[config.mk]
export PLATFORM = sky130hd
export DESIGN_NAME = riscv_scoreboard
export DESIGN_NICKNAME = d
export VERILOG_FILES = /design/src/rtl/riscv_sb_pkg.sv /design/src/rtl/sb_slot_ring.sv /design/src/rtl/riscv_scoreboard.sv
export SDC_FILE = /design/constraint.sdc
export NUM_CORES = 1
export LEC_CHECK = 0
export BUFFER_PORTS_ARGS = -buffer_cell sky130_fd_sc_hd__buf_2
export CORE_UTILIZATION = 25
export DETAILED_ROUTE_END_ITERATION = 12
export GPL_TIMING_DRIVEN = 0
export MAX_ROUTING_LAYER = met4
export PLACE_DENSITY = 0.35
export SLEW_MARGIN = 20
export SYNTH_ARGS = -nofsm -noshare
export SYNTH_HDL_FRONTEND = slang
export SYNTH_HIERARCHICAL = 1
export SYNTH_SLANG_ARGS = --single-unit
export TNS_END_PERCENT = 10
[constraint.sdc]
create_clock -name iclk -period 4.07 [get_ports iclk]
set_input_delay 0.6105 -clock iclk [delete_from_list [all_inputs] [get_ports iclk]]
set_output_delay 0.6105 -clock iclk [all_outputs]
set_load 0.005 [all_outputs]
[src/rtl/riscv_sb_pkg.sv]
// Shared definitions for the register scoreboard: stall-cause encodings and
// default execution-unit latencies.
package riscv_sb_pkg;

    typedef enum logic [1:0] {
        SB_CAUSE_NONE = 2'd0,
        SB_CAUSE_RAW  = 2'd1,
        SB_CAUSE_WAW  = 2'd2,
        SB_CAUSE_SLOT = 2'd3
    } sb_cause_e;

    localparam int SB_MAX_LAT_DFLT = 8;

    localparam logic [3:0] LAT_ALU  = 4'd1;
    localparam logic [3:0] LAT_LOAD = 4'd2;
    localparam logic [3:0] LAT_MUL  = 4'd3;
    localparam logic [3:0] LAT_DIV  = 4'(SB_MAX_LAT_DFLT);

endpackage

[src/rtl/sb_slot_ring.sv]
// Writeback-port reservation vector: bit j set means a writeback lands j
// cycles from now. Shifts down every cycle; reserve/release act on the next state.
module sb_slot_ring #(
    parameter int MAX_LAT   = 8,
    parameter int LAT_WIDTH = 4
) (
    input  logic                 clk,
    input  logic                 rst_n,
    input  logic                 reserve,
    input  logic [LAT_WIDTH-1:0] reserve_lat,
    input  logic                 release_en,
    input  logic [LAT_WIDTH-1:0] release_lat,
    input  logic [LAT_WIDTH-1:0] check_lat,
    output logic                 conflict
);

    logic [MAX_LAT:1] slot_r;
    logic [MAX_LAT:1] slot_nxt_s;
    logic [MAX_LAT:1] rel_mask_s;
    logic [MAX_LAT:1] res_mask_s;

    // Reservation made one cycle ago for latency L now sits at index L-1.
    always_comb begin
        rel_mask_s = '0;
        res_mask_s = '0;
        for (int j = 1; j <= MAX_LAT; j++) begin
            rel_mask_s[j] = release_en && (release_lat == LAT_WIDTH'(j + 1));
            res_mask_s[j] = reserve && (reserve_lat == LAT_WIDTH'(j + 1));
        end
        slot_nxt_s = ((slot_r & ~rel_mask_s) >> 1) | res_mask_s;
        conflict   = slot_r[check_lat];
    end

    // Slot vector register.
    always_ff @(posedge clk or negedge rst_n) begin
        if (!rst_n) begin
            slot_r <= '0;
        end else begin
            slot_r <= slot_nxt_s;
        end
    end

endmodule

[src/rtl/riscv_scoreboard.sv]
// Variable-latency register scoreboard beside decode: RAW/WAW/writeback-slot
// stalls plus kill of the youngest issue. Optional stall counters: RISCV_SB_STATS_EN.
module riscv_scoreboard
    import riscv_sb_pkg::*;
#(
    parameter int MP_ADDR_WIDTH = 5,
    parameter int MP_MAX_LAT    = 8,
    parameter int MP_LAT_WIDTH  = 4
) (
    input  logic                        iclk,
    input  logic                        irst_n,
    input  logic                        ivalid_d,
    input  logic [MP_ADDR_WIDTH-1:0]    irs1_d,
    input  logic [MP_ADDR_WIDTH-1:0]    irs2_d,
    input  logic                        irs1_used_d,
    input  logic                        irs2_used_d,
    input  logic [MP_ADDR_WIDTH-1:0]    ird_d,
    input  logic                        ireg_wr_d,
    input  logic [MP_LAT_WIDTH-1:0]     ilat_d,
    input  logic                        ikill_e,
    output logic                        ostall_d,
    output logic                        oissue_d,
    output logic [1:0]                  ocause_d,
    output logic [2**MP_ADDR_WIDTH-1:0] obusy
`ifdef RISCV_SB_STATS_EN
    ,
    output logic [31:0]                 ostat_raw,
    output logic [31:0]                 ostat_waw,
    output logic [31:0]                 ostat_slot
`endif
);

    localparam int NREG = 2**MP_ADDR_WIDTH;
    localparam logic [MP_LAT_WIDTH-1:0] MAX_LAT_C = MP_LAT_WIDTH'(MP_MAX_LAT);

    logic [MP_LAT_WIDTH-1:0]  cnt_r     [NREG];
    logic [MP_LAT_WIDTH-1:0]  cnt_nxt_s [NREG];
    logic [MP_LAT_WIDTH-1:0]  lat_s;
    logic                     wr_s, raw_s, waw_s, slot_hit_s, slot_conf_s;
    logic                     stall_s, issue_s, alloc_s, kill_s;
    sb_cause_e                cause_s;
    logic                     rec_valid_r;
    logic [MP_ADDR_WIDTH-1:0] rec_rd_r;
    logic [MP_LAT_WIDTH-1:0]  rec_lat_r;

    // Out-of-range latencies fall back to the slowest unit.
    always_comb begin
        if ((ilat_d == '0) || (ilat_d > MAX_LAT_C)) begin
            lat_s = MAX_LAT_C;
        end else begin
            lat_s = ilat_d;
        end
    end

    // Hazard detection, cause priority and issue/kill qualification.
    always_comb begin
        wr_s        = ireg_wr_d && (ird_d != '0);
        raw_s       = (irs1_used_d && (irs1_d != '0) && (cnt_r[irs1_d] != '0)) ||
                      (irs2_used_d && (irs2_d != '0) && (cnt_r[irs2_d] != '0));
        waw_s       = wr_s && (cnt_r[ird_d] != '0);
        slot_conf_s = wr_s && slot_hit_s;
        if (!ivalid_d) begin
            cause_s = SB_CAUSE_NONE;
        end else if (raw_s) begin
            cause_s = SB_CAUSE_RAW;
        end else if (waw_s) begin
            cause_s = SB_CAUSE_WAW;
        end else if (slot_conf_s) begin
            cause_s = SB_CAUSE_SLOT;
        end else begin
            cause_s = SB_CAUSE_NONE;
        end
        stall_s = (cause_s != SB_CAUSE_NONE);
        issue_s = ivalid_d && !stall_s && !ikill_e;
        alloc_s = issue_s && wr_s;
        kill_s  = ikill_e && rec_valid_r;
    end

    // Counter next state: kill beats the ordinary decrement.
    always_comb begin
        for (int r = 0; r < NREG; r++) begin
            if (r == 0) begin
                cnt_nxt_s[r] = '0;
            end else if (kill_s && (rec_rd_r == MP_ADDR_WIDTH'(r))) begin
                cnt_nxt_s[r] = '0;
            end else if (alloc_s && (ird_d == MP_ADDR_WIDTH'(r))) begin
                cnt_nxt_s[r] = lat_s - MP_LAT_WIDTH'(1);
            end else if (cnt_r[r] != '0) begin
                cnt_nxt_s[r] = cnt_r[r] - MP_LAT_WIDTH'(1);
            end else begin
                cnt_nxt_s[r] = cnt_r[r];
            end
        end
    end

    // Per-register pending counters.
    always_ff @(posedge iclk or negedge irst_n) begin
        if (!irst_n) begin
            for (int r = 0; r < NREG; r++) begin
                cnt_r[r] <= '0;
            end
        end else begin
            for (int r = 0; r < NREG; r++) begin
                cnt_r[r] <= cnt_nxt_s[r];
            end
        end
    end

    // Record of the most recent allocating issue, live for one cycle only.
    always_ff @(posedge iclk or negedge irst_n) begin
        if (!irst_n) begin
            rec_valid_r <= 1'b0;
            rec_rd_r    <= '0;
            rec_lat_r   <= '0;
        end else begin
            rec_valid_r <= alloc_s;
            if (alloc_s) begin
                rec_rd_r  <= ird_d;
                rec_lat_r <= lat_s;
            end
        end
    end

    sb_slot_ring #(
        .MAX_LAT   (MP_MAX_LAT),
        .LAT_WIDTH (MP_LAT_WIDTH)
    ) u_slot_ring (
        .clk         (iclk),
        .rst_n       (irst_n),
        .reserve     (alloc_s),
        .reserve_lat (lat_s),
        .release_en  (kill_s),
        .release_lat (rec_lat_r),
        .check_lat   (lat_s),
        .conflict    (slot_hit_s)
    );

    // Busy view straight from the counter registers.
    always_comb begin
        for (int r = 0; r < NREG; r++) begin
            obusy[r] = (cnt_r[r] != '0);
        end
    end

    assign ostall_d = stall_s;
    assign oissue_d = issue_s;
    assign ocause_d = cause_s;

`ifdef RISCV_SB_STATS_EN
    // Saturating per-cause stall-cycle counters.
    always_ff @(posedge iclk or negedge irst_n) begin
        if (!irst_n) begin
            ostat_raw  <= 32'd0;
            ostat_waw  <= 32'd0;
            ostat_slot <= 32'd0;
        end else begin
            if ((cause_s == SB_CAUSE_RAW) && (ostat_raw != 32'hFFFF_FFFF)) begin
                ostat_raw <= ostat_raw + 32'd1;
            end
            if ((cause_s == SB_CAUSE_WAW) && (ostat_waw != 32'hFFFF_FFFF)) begin
                ostat_waw <= ostat_waw + 32'd1;
            end
            if ((cause_s == SB_CAUSE_SLOT) && (ostat_slot != 32'hFFFF_FFFF)) begin
                ostat_slot <= ostat_slot + 32'd1;
            end
        end
    end
`endif

endmodule

### Word level (Yosys, flattened, before mapping)

Index checks and enable logic that the tools add are counted.

* flip-flop bits (word level): 142
* output and inout port bits: 36

* add/subtract/negate cells: 32
* $lt $le $gt $ge: 5
* equality and inequality tests: 78
* mux-type cells: 109
* bitwise operators: 6
* reductions and logical operators: 163

Operators with widths (count)
* two-way mux 4 bit: 100
* == test 5 bit, second input constant: 32
* nonzero test 4 bit: 34
* subtractor 4 x 1 -> 4 bit, second input constant: 32
* nonzero test 3 bit: 31
* logical AND 1 bit: 89
* == test 5 x 4 -> 1 bit, second input constant: 16
* binary-select mux 4 bit (select 5 bit): 3
* == test 5 x 3 -> 1 bit, second input constant: 8
* == test 4 x 3 -> 1 bit, second input constant: 8
* == test 5 x 2 -> 1 bit, second input constant: 4
* >= comparator 6 bit, second input constant: 3
* inverter 5 -> 6 bit: 3
* == test 4 x 2 -> 1 bit, second input constant: 4
* == test 4 bit, second input constant: 4
* nonzero test 5 bit: 3
* == test 5 x 1 -> 1 bit, second input constant: 2
* bitwise AND 8 bit: 1
* two-way mux 2 bit: 4
* inverter 8 bit: 1
* bitwise OR 7 x 8 -> 8 bit: 1
* less-than comparator 4 x 5 -> 1 bit, second input constant: 1
* binary-select mux 1 bit (select 4 bit): 1
* > comparator 4 bit, second input constant: 1
* other kinds (5): 7

### Logic depth before layout (Yosys ltp)

Gate-level depths: netlist of run 1.

* word-level depth: 18
* gate-level depth with buffers: 13
* mapped depth without buffers: 10

### By module

The synthesis of run 1 kept the hierarchy.

Modules (own cells, without submodules)
* riscv_scoreboard: instances 1, cells an instance 1220, area each 10939.2 um2, seq. area each 3353.2 um2
* sb_slot_ring: instances 1, cells an instance 45, area each 470.5 um2, seq. area each 200.2 um2

### Worst setup path before layout of run 1

No wires, ideal clock.

* path type: input-to-output
* from: input port irs1_d[0]
* to: output port ostall_d
* arrival time: 3.001 ns
* data required time: 3.459 ns
* path slack: 0.458 ns
* stages on the path: 9
* buffers on the path: 3
* cells stage by stage: buf_2 > buf_1 > mux2i_1 > a2111oi_0 > a32oi_1 > a32oi_2 > buf_2 > a21oi_1 > a311oi_1

* longest elaborated chain between the ends: 10
* elaborated cells between the ends (all ways): 12
* classes of those cells: mux: 5; bitwise: 1; reduce/logical: 6

Ends and longest elaborated chain
* from (decl): line riscv_scoreboard.sv:13 `input logic [MP_ADDR_WIDTH-1:0] irs1_d,`
* inverter 5 -> 6 bit (implied by the code): line riscv_scoreboard.sv:58 `raw_s = (irs1_used_d && (irs1_d != '0) && (cnt_r[irs1_d] != '0)) ||`
* binary-select mux 4 bit (select 5 bit): line riscv_scoreboard.sv:58
* two-way mux 4 bit (implied by the code) (2 in series): line riscv_scoreboard.sv:58
* nonzero test 4 bit: line riscv_scoreboard.sv:58
* logical AND 1 bit (*): line riscv_scoreboard.sv:58
* logical OR 1 bit (*): line riscv_scoreboard.sv:58
* two-way mux 2 bit (*): line riscv_scoreboard.sv:64 `end else if (raw_s) begin`
* two-way mux 2 bit (*): line riscv_scoreboard.sv:62 `if (!ivalid_d) begin`
* nonzero test 2 bit (*): line riscv_scoreboard.sv:73 `stall_s = (cause_s != SB_CAUSE_NONE);`
* to (decl): line riscv_scoreboard.sv:21 `output logic ostall_d,`

Mark *: on every way between the ends. The rest lies on a longest branch, timed or not. The select of a mux whose other input is x is not followed.

### Worst setup path in the final report of run 1

* from: register cnt_r[122] in the netlist's numbering
* to: output port ocause_d[0]

* longest elaborated chain between the ends: 8
* elaborated cells between the ends (all ways): 19
* classes of those cells: mux: 12; reduce/logical: 7

Ends and longest elaborated chain
* from (decl): line riscv_scoreboard.sv:36 `logic [MP_LAT_WIDTH-1:0] cnt_r [NREG];`
* from (signal, indexed assignment): line riscv_scoreboard.sv:104 `cnt_r[r] <= cnt_nxt_s[r];`
* binary-select mux 4 bit (select 5 bit) (on tied branches): line riscv_scoreboard.sv:60, riscv_scoreboard.sv:58, riscv_scoreboard.sv:59
* two-way mux 4 bit (on tied branches) (2 in series): line riscv_scoreboard.sv:60, riscv_scoreboard.sv:58, riscv_scoreboard.sv:59
* nonzero test 4 bit (on tied branches): line riscv_scoreboard.sv:60, riscv_scoreboard.sv:58, riscv_scoreboard.sv:59
* logical AND 1 bit (on tied branches): line riscv_scoreboard.sv:60, riscv_scoreboard.sv:58, riscv_scoreboard.sv:59
* two-way mux 2 bit / logical OR 1 bit (equally long branches): line riscv_scoreboard.sv:66, riscv_scoreboard.sv:58
* two-way mux 2 bit (*): line riscv_scoreboard.sv:64
* two-way mux 2 bit (*): line riscv_scoreboard.sv:62
* to (decl): line riscv_scoreboard.sv:23 `output logic [1:0] ocause_d,`

Marks and branches as above.

==> results.env, run 1 <==
MOSTFREQUENTLAYOUTCELL='nand2_1'
POST_SYNTH_MAIN_AREA_CONTRIBUTORS='dfrtp_1 31%, mux2i_1 9.1%, nand2_1 7.4%'
ROWS=77
AREA_OCCUPIED_BY_MULTI_INPUT_GATES_UM2=7600
VIAS_PER_CELL=4.86
SETUP.WORST_PATH.START_CLASS='flop'
LAYOUT.CELLS.MOST_COMMON_LIST='226 x nand2_1, 142 x dfrtp_1, 110 x inv_1'
MAX_FREQ_GHz=0.246
FLOORPLAN.INITIALDENSITY=0.256
SYNTH-ASYNC-RESET-RATIO=1.00
N_FILL_CELL=4701
POST_SYNTH.CELL_AREA_AVG_UM2=9.02
LARGEST_STAGE_DELAY_ON_THE_CRITICAL_PATH_NS=0.55
ANTENNA_FOUND_INITIAL=3
CP-END-KIND='output port'
CP_TOP_FAMILY='simple AND/OR/NAND/NOR gates'
WORST_PATH_MAX_DELAY_CELL='or4_4'
FINCLKSKEW_NS=0.0176
CTS_HOLD_REPAIR.BUFFERS=0
IR_WORST_VDD_mV=0.273
P_PER_AREA_nW_PER_UM2=677
DRT_FIRST_ITER_VIOLATIONS=459
COUNT_OF_INPUT_AND_OUTPUT_BUFFERS=55
RELSLEWSLACK=0.388
HOLD_SLACK_NS=0.103
CELL_BREAKDOWN_OF_THE_CRITICAL_PATH='or4_4 > a41oi_2 > or4b_4 > a2111oi_4 > o2bb2a_4 > buf_6 > buf_6 > or2_0 > a21oi_1 > buf_2'
ROUTE.ANTENNA.REMAINING_NETS=0
PRECTSSETUPSLACK_NS=-0.647
YS_FF_LATCH=142
CORE-AREA_UM2=44600
SYNTH-EDFF-COUNT=0
REQUIRED_NS=3.46
POSTSYNTHNETCOUNT=1342
VIA_COUNT_OF_THE_FIRST_GLOBAL_ROUTING_PASS=9657
DP.FINAL_HPWL_UM=29800
FINAL_HOLD_VIOL_COUNT=0
CRITPATHBUFINV=3
SETUP-VIOLATIONS-FINAL=0
CLK-INSERTION-DELAY-LATE_NS=0.46
AREA_GROWTH_PCT=19.5
FINALPOWER_mW=9.23
MAXCAPVIOLCOUNT=0
SYNTHCELLS=1265
SEQ_AREA_UM2=3550
CRITPATHMOSTFREQUENTCELL='buf_6'
GRT-OVFL-TOTAL=0
HP-CLASS='in2async'
FINISH.NET_COUNT=1430
FINALMAXSLEWVIOLATIONS=0
FINAL_CORE_UTIL=0.306
YS.FLOP_TYPE='dfrtp_1'
RUN_STATUS='finished clean'
WORST-ENDPOINT-ARRIVAL_NS=3.45
DRIVE_GT1_FRAC=0.161
SYNTHDOMINANTAREACELLTYPE='dfrtp_1'
DRC=0
WL_UM=39800
NETLIST_AREA_UM2=11400
POWER.LEAKAGE_nW=5.58
TIMING.FINAL.CRIT_PERIOD_NS=4.06
IOS=62
UNREPAIRED_SETUP_ENDPOINTS_AFTER_GLOBAL_ROUTING='true'
DETAILEDROUTE.FIRSTPASSITERATIONCOUNT=5
FLOORPLAN.DIE.WIDTH_UM=216
TIMING.FINAL.CRIT_SHARE=0.997
LARGEST_NET_DEGREE_AT_THE_START_OF_GLOBAL_ROUTING=81
ROUTE.VIAS.TOTAL=9540
CTS_SINKS=142
CTS_TREE='yes'
CRITPATHMAXFANOUT=10
DIE_AREA_UM2=46500
YOSYSSEQAREASHARE=0.311
GLOBALROUTETOTALUTIL=0.181
GRT_FIRST_PASS_WIRELENGTH_UM=61100
GLOBALPLACE.CONGESTION=0.885
WORSTMARGINPINSLEW_NS=0.911
HTREE_NUM_LEVELS=4
YOSYS_SYNTHESIS_WARNING_COUNT=6
ROOT_BUFFER='clkbuf_16'
POSTLAYOUTSETUPSLACKWORST_NS=0.0127
CTS_MADE_BUFFERS=17
PATH_CLK_SLEW_NS=0.06
CLK_PATH_BUF_DEPTH=2
VERT_DIE_DIM_UM=216
DISTINCT_CELL_TYPE_COUNT_AFTER_SYNTHESIS=72
STARTPOINT_TO_ENDPOINT_CLASS_OF_THE_CRITICAL_PATH='reg2out'
DETAIL_ROUTE.WL_PER_CELL_UM=20.3
POST-SYNTH-TOP-AREA-FRACTION=0.311
==> cells by family (layout without fill, tap and decap cells) <==
family                     after synthesis  in the layout  share of synthesized area
adders and majority gates               51             51                     0.0559
other                                    1              4                   0.000329
and+or+nand+nor                        527            527                      0.226
DFF                                    142            142                      0.311
xor gates and xnor gates                52             52                     0.0399
AOI/OAI and AO/OA                      204            204                      0.185
muxes                                  128            128                      0.124
buffers and inverters                  160            261                     0.0576
==> per-layer routing <==
layer / wire (um) / vias up / global-route usage
met3: 1100 / 32 / 0.0295
met2: 18500 / 134 / 0.282
met5: 0 / - / -
met4: 636 / 0 / 0.0433
met1: 19600 / 4705 / 0.243
li1: - / 4669 / -
==> sequential cells by signal, summed over array words and instances, names as in the netlist <==
register,cells
rec_valid_r,1
cnt_r,124
rec_rd_r,5
rec_lat_r,4
u_slot_ring/slot_r,8
==> stage by stage <==
| step | cell area [um2] | setup TNS (ns) | cells |
|---|---|---|---|
| detailed placement | 12500 | -44.70 | 1913 |
| CTS | 13400 | -1.48 | 1952 |
| floorplan | 11400 | 0 | 1265 |
| finish | 13600 | 0 | 1961 |
| global route | 13600 | -0.201 | 1960 |
| global placement | 12400 | -100.86 | 1912 |
==> Yosys cell counts (4+ instances only) <==
library cell    n
ha_1           51
nor3_1         31
and3_1          7
nor2b_1         9
mux4_2          9
xor2_1         20
a22o_1         14
mux2i_1       104
or3_1          12
and2_1         18
or2_2           4
or4_1           9
o22ai_1         7
a2111oi_0       7
buf_1           5
o31ai_1        12
o211ai_1       27
nand3_1        33
mux2_2          6
a2111oi_2       4
xnor2_1        32
inv_1         110
buf_2          12
nand2b_1       42
nor4_1         31
a21oi_1        11
a2111oi_4      29
nor3b_1        18
clkbuf_1       26
o31a_1         15
a21o_1         12
nand2_1       226
mux2_1          9
o21ai_0        41
dfrtp_1       142
buf_6           4
nor2_1         65
nor4b_1         6
==> area by class of cell <==
| class | count | area share |
|---|---|---|
| antenna | 3 | 0.000551 |
| buffer | 49 | 0.0193 |
| clock buffer | 20 | 0.0335 |
| clock inverter | 12 | 0.0135 |
| inverter | 110 | 0.0303 |
| multi-input combinational | 963 | 0.557 |
| sequential | 142 | 0.261 |
| tap | 592 | 0.0543 |
| timing repair buffer | 70 | 0.0307 |
==> worst reg2reg max path, delay by kind of cell (launching register included) <==
family,cells,cell delay (ns)
and+or+nand+nor,4,1.94
AOI/OAI and AO/OA,4,0.80
DFF,1,0.43
buffers and inverters,2,0.33
==> where the power goes <==
group | switching, mW | internal, mW
Combinational | 2.38 | 2.06
Sequential | 0.912 | 2.10
Clock | 0.709 | 1.06
Total | 4.00 | 5.22
==> worst paths after layout <==
kind / from / slack [ns] / cells after the start / endpoint
hold / removal: irst_n / 0.10 / 1 / cnt_r[101]
setup / recovery: cnt_r[122] / 0.01 / 10 / ocause_d[0]
max in group asynchronous: irst_n / 3.10 / 2 / cnt_r[53]
min in group iclk: u_slot_ring/slot_r[5] / 0.50 / 1 / u_slot_ring/slot_r[4]
setup reg to reg: cnt_r[122] / 0.48 / 10 / u_slot_ring/slot_r[1]
hold reg to reg: u_slot_ring/slot_r[5] / 0.50 / 1 / u_slot_ring/slot_r[4]
==> repair_timing <==
action                                  4_1_cts  5_1_grt
resized for setup                            39       28
endpoints found under the setup margin       31       82
setup buffers                                 7        7
pin swaps                                     9       11
Power figures use the tool's default switching activity.
==> run 2, diff against run 1 <==
PLACE_DENSITY = not set   (was 0.35)
PLACE_DENSITY_LB_ADDON = 0.1   (was not set)
==> results.env, run 2 (synthesized netlist as in run 1, its figures left out) <==
WORSTMARGINPINSLEW_NS=0.968  # +0.0567 ns
UNREPAIRED_SETUP_ENDPOINTS_AFTER_GLOBAL_ROUTING='true'
DRC=0  # unchanged
ROUTE.ANTENNA.REMAINING_NETS=0  # unchanged
CRITPATHMAXFANOUT=3  # -7
GLOBALPLACE.CONGESTION=0.879  # -0.67%
RELSLEWSLACK=0.355  # -0.0332
CP-END-KIND='output port'
CTS_MADE_BUFFERS=17  # unchanged
ROUTE.VIAS.TOTAL=9559  # +0.20%
HP-CLASS='in2async'
POWER.NET_SWITCHING_mW=3.92  # -2.1%
ROOT_BUFFER='clkbuf_16'
VIAS_PER_CELL=4.89  # +0.46%
TIMING.FINAL.CRIT_PERIOD_NS=4.08  # +0.0221 ns
POSTLAYOUTSETUPSLACKWORST_NS=-0.00944  # -0.0221 ns
POWER.LEAKAGE_nW=5.54  # -0.76%
MOST_FLOP_HEAVY_REGISTER='cnt_r'
GRT_FIRST_PASS_WIRELENGTH_UM=60100  # -1.7%
VERT_DIE_DIM_UM=216  # unchanged
FINISH.NET_COUNT=1428  # -0.14%
HOLD_SLACK_NS=0.119  # +0.0161 ns
LAYOUT.CELLS.MOST_COMMON_LIST='226 x nand2_1, 142 x dfrtp_1, 110 x inv_1'
RUN_STATUS='complete, but fails checks'
FINAL_HOLD_VIOL_COUNT=0  # unchanged
DPL-INSTANCE-AREA_UM2=12500  # -0.15%
FINALMAXSLEWVIOLATIONS=0  # unchanged
MAX_FREQ_GHz=0.245  # -0.54%
SETUP-VIOLATIONS-FINAL=1  # +1
CTS_TREE='yes'
SEQ_POWER_SHARE=0.329  # +0.002
DETAILEDROUTE.FIRSTPASSITERATIONCOUNT=5  # unchanged
ROWS=77  # unchanged
WORST-ENDPOINT-ARRIVAL_NS=3.47  # +0.02 ns
CLK_PATH_BUF_DEPTH=2  # unchanged
ANTENNA_FOUND_INITIAL=0  # -3
DETAIL_ROUTE.WL_PER_CELL_UM=19.9  # -1.8%
DP.FINAL_HPWL_UM=29400  # -1.3%
P_PER_AREA_nW_PER_UM2=669  # -1.1%
GLOBALROUTETOTALUTIL=0.178  # -0.00324
LARGEST_NET_DEGREE_AT_THE_START_OF_GLOBAL_ROUTING=75  # -7.4%
CELL_INTERNAL_PWR_mW=5.11  # -2.1%
IR_WORST_VDD_mV=0.286  # +5.1%
FLOORPLAN.INITIALDENSITY=0.256  # unchanged
CTS_SINKS=142  # unchanged
IOS=62  # unchanged
CORE-AREA_UM2=44600  # unchanged
WL_UM=39000  # -2.1%
POWER.SHARE.CLOCK=0.184  # -0.008
SETUP-TNS-FINAL_NS=-0.00944  # -0.00944 ns
REG.LARGEST.LIST='cnt_r x124, u_slot_ring/slot_r x8, rec_rd_r x5'
POWER.SWITCHING_FRACTION=0.434  # about the same
FINCLKSKEW_NS=0.0127  # -0.00494 ns
FINISH.INSTANCE_AREA_UM2=13500  # -1.0%
CLK-INSERTION-DELAY-LATE_NS=0.45  # about the same
GRT-OVFL-TOTAL=0  # unchanged
LARGEST_REGISTER_FFS=124  # unchanged
MAXCAPVIOLCOUNT=0  # unchanged
VIOLATIONS='setup timing'
VIA_COUNT_OF_THE_FIRST_GLOBAL_ROUTING_PASS=9528  # -1.3%
PATH_CLK_SLEW_NS=0.07  # about the same
REQUIRED_NS=3.46  # about the same
FLOORPLAN.DIE.WIDTH_UM=216  # unchanged
STARTPOINT_TO_ENDPOINT_CLASS_OF_THE_CRITICAL_PATH='reg2out'
DRT_FIRST_ITER_VIOLATIONS=487  # +6.1%
HTREE_NUM_LEVELS=4  # unchanged
DRIVE_GT1_FRAC=0.158  # -0.00258
COUNT_OF_INPUT_AND_OUTPUT_BUFFERS=55  # unchanged
TIMING.FINAL.CRIT_SHARE=1.00  # +0.00544
DIE_AREA_UM2=46500  # unchanged
POWER.COMBINATIONAL.FRACTION=0.488  # +0.007
SETUP.WORST_PATH.START_CLASS='flop'
MOSTFREQUENTLAYOUTCELL='nand2_1'
AREA_GROWTH_PCT=18.3
R2R_SETUP_SLACK_NS=0.39  # -0.09 ns
FINAL_CORE_UTIL=0.303  # -0.00311
## run 2: worst paths after layout
path,from,end,cells past startpoint
max,cnt_r[123],oissue_d,8
min,irst_n,cnt_r[109],1
max reg2reg,cnt_r[123],u_slot_ring/slot_r[1],10
min reg2reg,u_slot_ring/slot_r[5],u_slot_ring/slot_r[4],1
max in group asynchronous,irst_n,cnt_r[101],2
min in group iclk,u_slot_ring/slot_r[5],u_slot_ring/slot_r[4],1
## run 2: repair_timing
| action | in CTS | in global routing |
|---|---|---|
| resized for setup | 42 | 16 |
| endpoints found under the setup margin | 32 | 96 |
| hold buffers | 0 | 0 |
| buffers inserted | 7 | 6 |
| pin swaps | 6 | 4 |
| endpoints found under the hold margin | 0 | 0 |
## run 2: final cells by class
class	count	area [um2]
fill	4751	31100
tap	592	741
clock inverter	8	105
sequential	142	3550
multi-input combinational	963	7520
timing repair buffer	69	410
antenna	1	2.50
inverter	110	413
buffer	48	251
clock buffer	23	498
## run 2: through the flow
stage / total power [mW] / setup WS [ns] / cells
2_1_floorplan: 5.99 / 0.458 / 1265
4_1_cts: 9.12 / -0.0793 / 1951
3_3_place_gp: 7.13 / -0.723 / 1912
6_report: 9.03 / -0.00944 / 1956
3_5_place_dp: 7.18 / -0.669 / 1913
5_1_grt: 9.93 / -0.123 / 1955
## run 2: power groups by stage
stage,sequential (mW),combinational [mW],clock (mW)
floorplan,2.68,3.31,0
global placement,2.88,4.24,0
detailed placement,2.88,4.30,0
global route,3.10,5.04,1.78
finish,2.97,4.40,1.66
CTS,2.95,4.44,1.73
## run 2: routing by layer
layer | track usage | up-vias | share of wire
li1 | - | 4650 | -
met1 | 0.241 | 4707 | 0.49
met2 | 0.271 | 161 | 0.46
met3 | 0.0293 | 41 | 0.028
met4 | 0.0496 | 0 | 0.019
met5 | - | - | 0
## run 2: critical path, stage by stage, from the launching register on
cell,delay (ns)
dfrtp_1,0.40
or4_4,0.58
a41oi_2,0.19
or4b_4,0.50
or3_4,0.35
o22a_1,0.28
a21o_1,0.22
a2111oi_4,0.32
buf_2,0.17
==> run 3, diff against run 2 <==
clock period = 5 ns   (was 4.07 ns; I/O delays follow)
==> results.env, run 3 (synthesized netlist as in run 1, its figures left out) <==
LARGEST_NET_DEGREE_AT_THE_START_OF_GLOBAL_ROUTING=75  # unchanged
DETAILEDROUTE.FIRSTPASSITERATIONCOUNT=5  # unchanged
GRT_FIRST_PASS_WIRELENGTH_UM=59600  # -0.80%
RUN_STATUS='finished clean'
CTS_SINKS=142  # unchanged
CLK-INSERTION-DELAY-LATE_NS=0.45  # about the same
HP-CLASS='in2async'
R2R_SETUP_SLACK_NS=0.76  # +0.37 ns
HOLD_SLACK_NS=0.254  # +0.135 ns
DIE_AREA_UM2=46500  # unchanged
ROOT_BUFFER='clkbuf_16'
REQUIRED_NS=4.25  # +0.79 ns
GRT-OVFL-TOTAL=0  # unchanged
CP-END-KIND='output port'
CTS_TREE='yes'
FINALMAXSLEWVIOLATIONS=0  # unchanged
COUNT_OF_INPUT_AND_OUTPUT_BUFFERS=55  # unchanged
WORSTMARGINPINSLEW_NS=1.26  # +0.294 ns
FINAL_HOLD_VIOL_COUNT=0  # unchanged
VERT_DIE_DIM_UM=216  # unchanged
HTREE_NUM_LEVELS=4  # unchanged
LARGEST_REGISTER_FFS=124  # unchanged
ROUTE.VIAS.TOTAL=9441  # -1.2%
ROWS=77  # unchanged
IOS=62  # unchanged
CORE-AREA_UM2=44600  # unchanged
VIAS_PER_CELL=4.85  # -0.68%
GLOBALPLACE.CONGESTION=0.879  # unchanged
STARTPOINT_TO_ENDPOINT_CLASS_OF_THE_CRITICAL_PATH='reg2out'
DRT_FIRST_ITER_VIOLATIONS=527  # +8.2%
P_PER_AREA_nW_PER_UM2=547  # -18%
FLOORPLAN.DIE.WIDTH_UM=216  # unchanged
FINISH.NET_COUNT=1417  # -0.77%
DRC=0  # unchanged
TIMING.FINAL.CRIT_PERIOD_NS=4.84
PATH_CLK_SLEW_NS=0.06  # about the same
R2R-START='cnt_r[36]'
MAX_FREQ_GHz=0.207
ANTENNA_FOUND_INITIAL=0  # unchanged
CTS_MADE_BUFFERS=17  # unchanged
WORST-ENDPOINT-ARRIVAL_NS=4.09  # +0.62 ns
N_FILL_CELL=4770  # +0.40%
REG.LARGEST.LIST='cnt_r x124, u_slot_ring/slot_r x8, rec_rd_r x5'
GLOBALROUTETOTALUTIL=0.176  # -0.00168
FLOORPLAN.INITIALDENSITY=0.256  # unchanged
VIA_COUNT_OF_THE_FIRST_GLOBAL_ROUTING_PASS=9478  # -0.52%
POSTCTSSETUPBUFFERS=0  # -7
ROUTE.ANTENNA.REMAINING_NETS=0  # unchanged
IR_WORST_VDD_mV=0.233  # -19%
FINCLKSKEW_NS=0.0125  # -0.000175 ns
MAXCAPVIOLCOUNT=0  # unchanged
MOSTFREQUENTLAYOUTCELL='nand2_1'
DRIVE_GT1_FRAC=0.128  # -0.0305
POWER.LEAKAGE_nW=5.42  # -2.1%
WORST_R2R_ENDPOINT='u_slot_ring/slot_r[1]'
TIMING.FINAL.CRIT_SHARE=0.967
CRITPATHMAXFANOUT=10  # +7
CLK_PATH_BUF_DEPTH=2  # unchanged
AREA_GROWTH_PCT=15.0
FINISH.CELL_COUNT_WITHOUT_FILLERS=1945  # -0.56%
DP.FINAL_HPWL_UM=29400  # unchanged
CRITICAL_PATH.STARTPOINT='cnt_r[36]'
SETUP-VIOLATIONS-FINAL=0  # -1
SETUP.WORST_PATH.START_CLASS='flop'
INSTANCE_COUNT_AFTER_PLACEMENT_WITH_TAP_CELLS_INCLUDED=1913  # unchanged
DETAIL_ROUTE.WL_PER_CELL_UM=19.8  # -0.53%
RELSLEWSLACK=0.151  # -0.204
WL_UM=38500  # -1.1%
WORST_R2R_PATH_DEPTH=10  # unchanged
LAYOUT.CELLS.MOST_COMMON_LIST='226 x nand2_1, 142 x dfrtp_1, 110 x inv_1'
MOST_FLOP_HEAVY_REGISTER='cnt_r'
[run 3: changes by cell type in the layout (fill, tap and decap cells not counted), sizes merged]
cell,previous run,this run
clkbuf,48,50
buf,92,79
[run 3: worst max path at each step]
stage	endpoint	slack, ns	depth (start not counted)
3_3_place_gp	ostall_d	-0.07	10
6_report	oissue_d	0.16	9
5_1_grt	ostall_d	-0.0008	11
2_1_floorplan	ostall_d	1.11	9
3_5_place_dp	ostall_d	-0.02	10
4_1_cts	oissue_d	0.05	8
[run 3: metrics by stage]
stage / area [um2] / setup TNS [ns] / setup WS (ns) / power [mW] / utilization
detailed placement: 12500 / -0.0180 / -0.0180 / 5.84 / 0.280
floorplan: 11400 / 0 / 1.11 / 4.88 / -
global placement: 12400 / -0.0719 / -0.0719 / 5.80 / 0.279
global route: 13100 / -0.000802 / -0.000802 / 7.91 / 0.294
finish: 13100 / 0 / 0.163 / 7.17 / 0.294
CTS: 13100 / 0 / 0.0470 / 7.26 / 0.293
[run 3: metal layers]
layer | vias up | part of all wire | GRT usage
met5 | - | 0 | -
met4 | 0 | 0.017 | 0.0473
met3 | 38 | 0.030 | 0.0309
met2 | 152 | 0.46 | 0.269
met1 | 4630 | 0.49 | 0.238
li1 | 4621 | - | -
[run 3: worst max-delay path: stages, from the launching register on]
cell       delay, ns
dfrtp_1         0.42
nor4_1          1.06
mux4_2          0.44
nand2_1         0.05
a32oi_1         0.28
a32oi_4         0.18
buf_2           0.33
a21o_1          0.23
a2111oi_0       0.43
buf_2           0.21
[run 3: cell type report]
cell class                      instances  area [um2]  share of cell area
Clock buffer                           23         498              0.0380
Sequential cell                       142        3550               0.271
Multi-Input combinational cell        963        7250               0.552
Timing Repair Buffer                   56         313              0.0238
Antenna cell                            1        2.50            0.000191
Buffer                                 50         246              0.0188
Tap cell                              592         741              0.0565
Clock inverter                          8         105             0.00801
Inverter                              110         413              0.0315
[run 3: what timing repair did]
item	CTS	global route
setup endpoints to repair	1	2
hold buffers	0	0
resized for setup	1	2
pin swaps	0	0
[run 3: where the power goes]
| group | leakage [nW] | switching (mW) | total, mW | internal [mW] |
|---|---|---|---|---|
| Clock | 0.288 | 0.550 | 1.35 | 0.800 |
| Combinational | 3.39 | 1.90 | 3.48 | 1.58 |
| Sequential | 1.74 | 0.627 | 2.34 | 1.71 |
| Total | 5.42 | 3.08 | 7.17 | 4.09 |
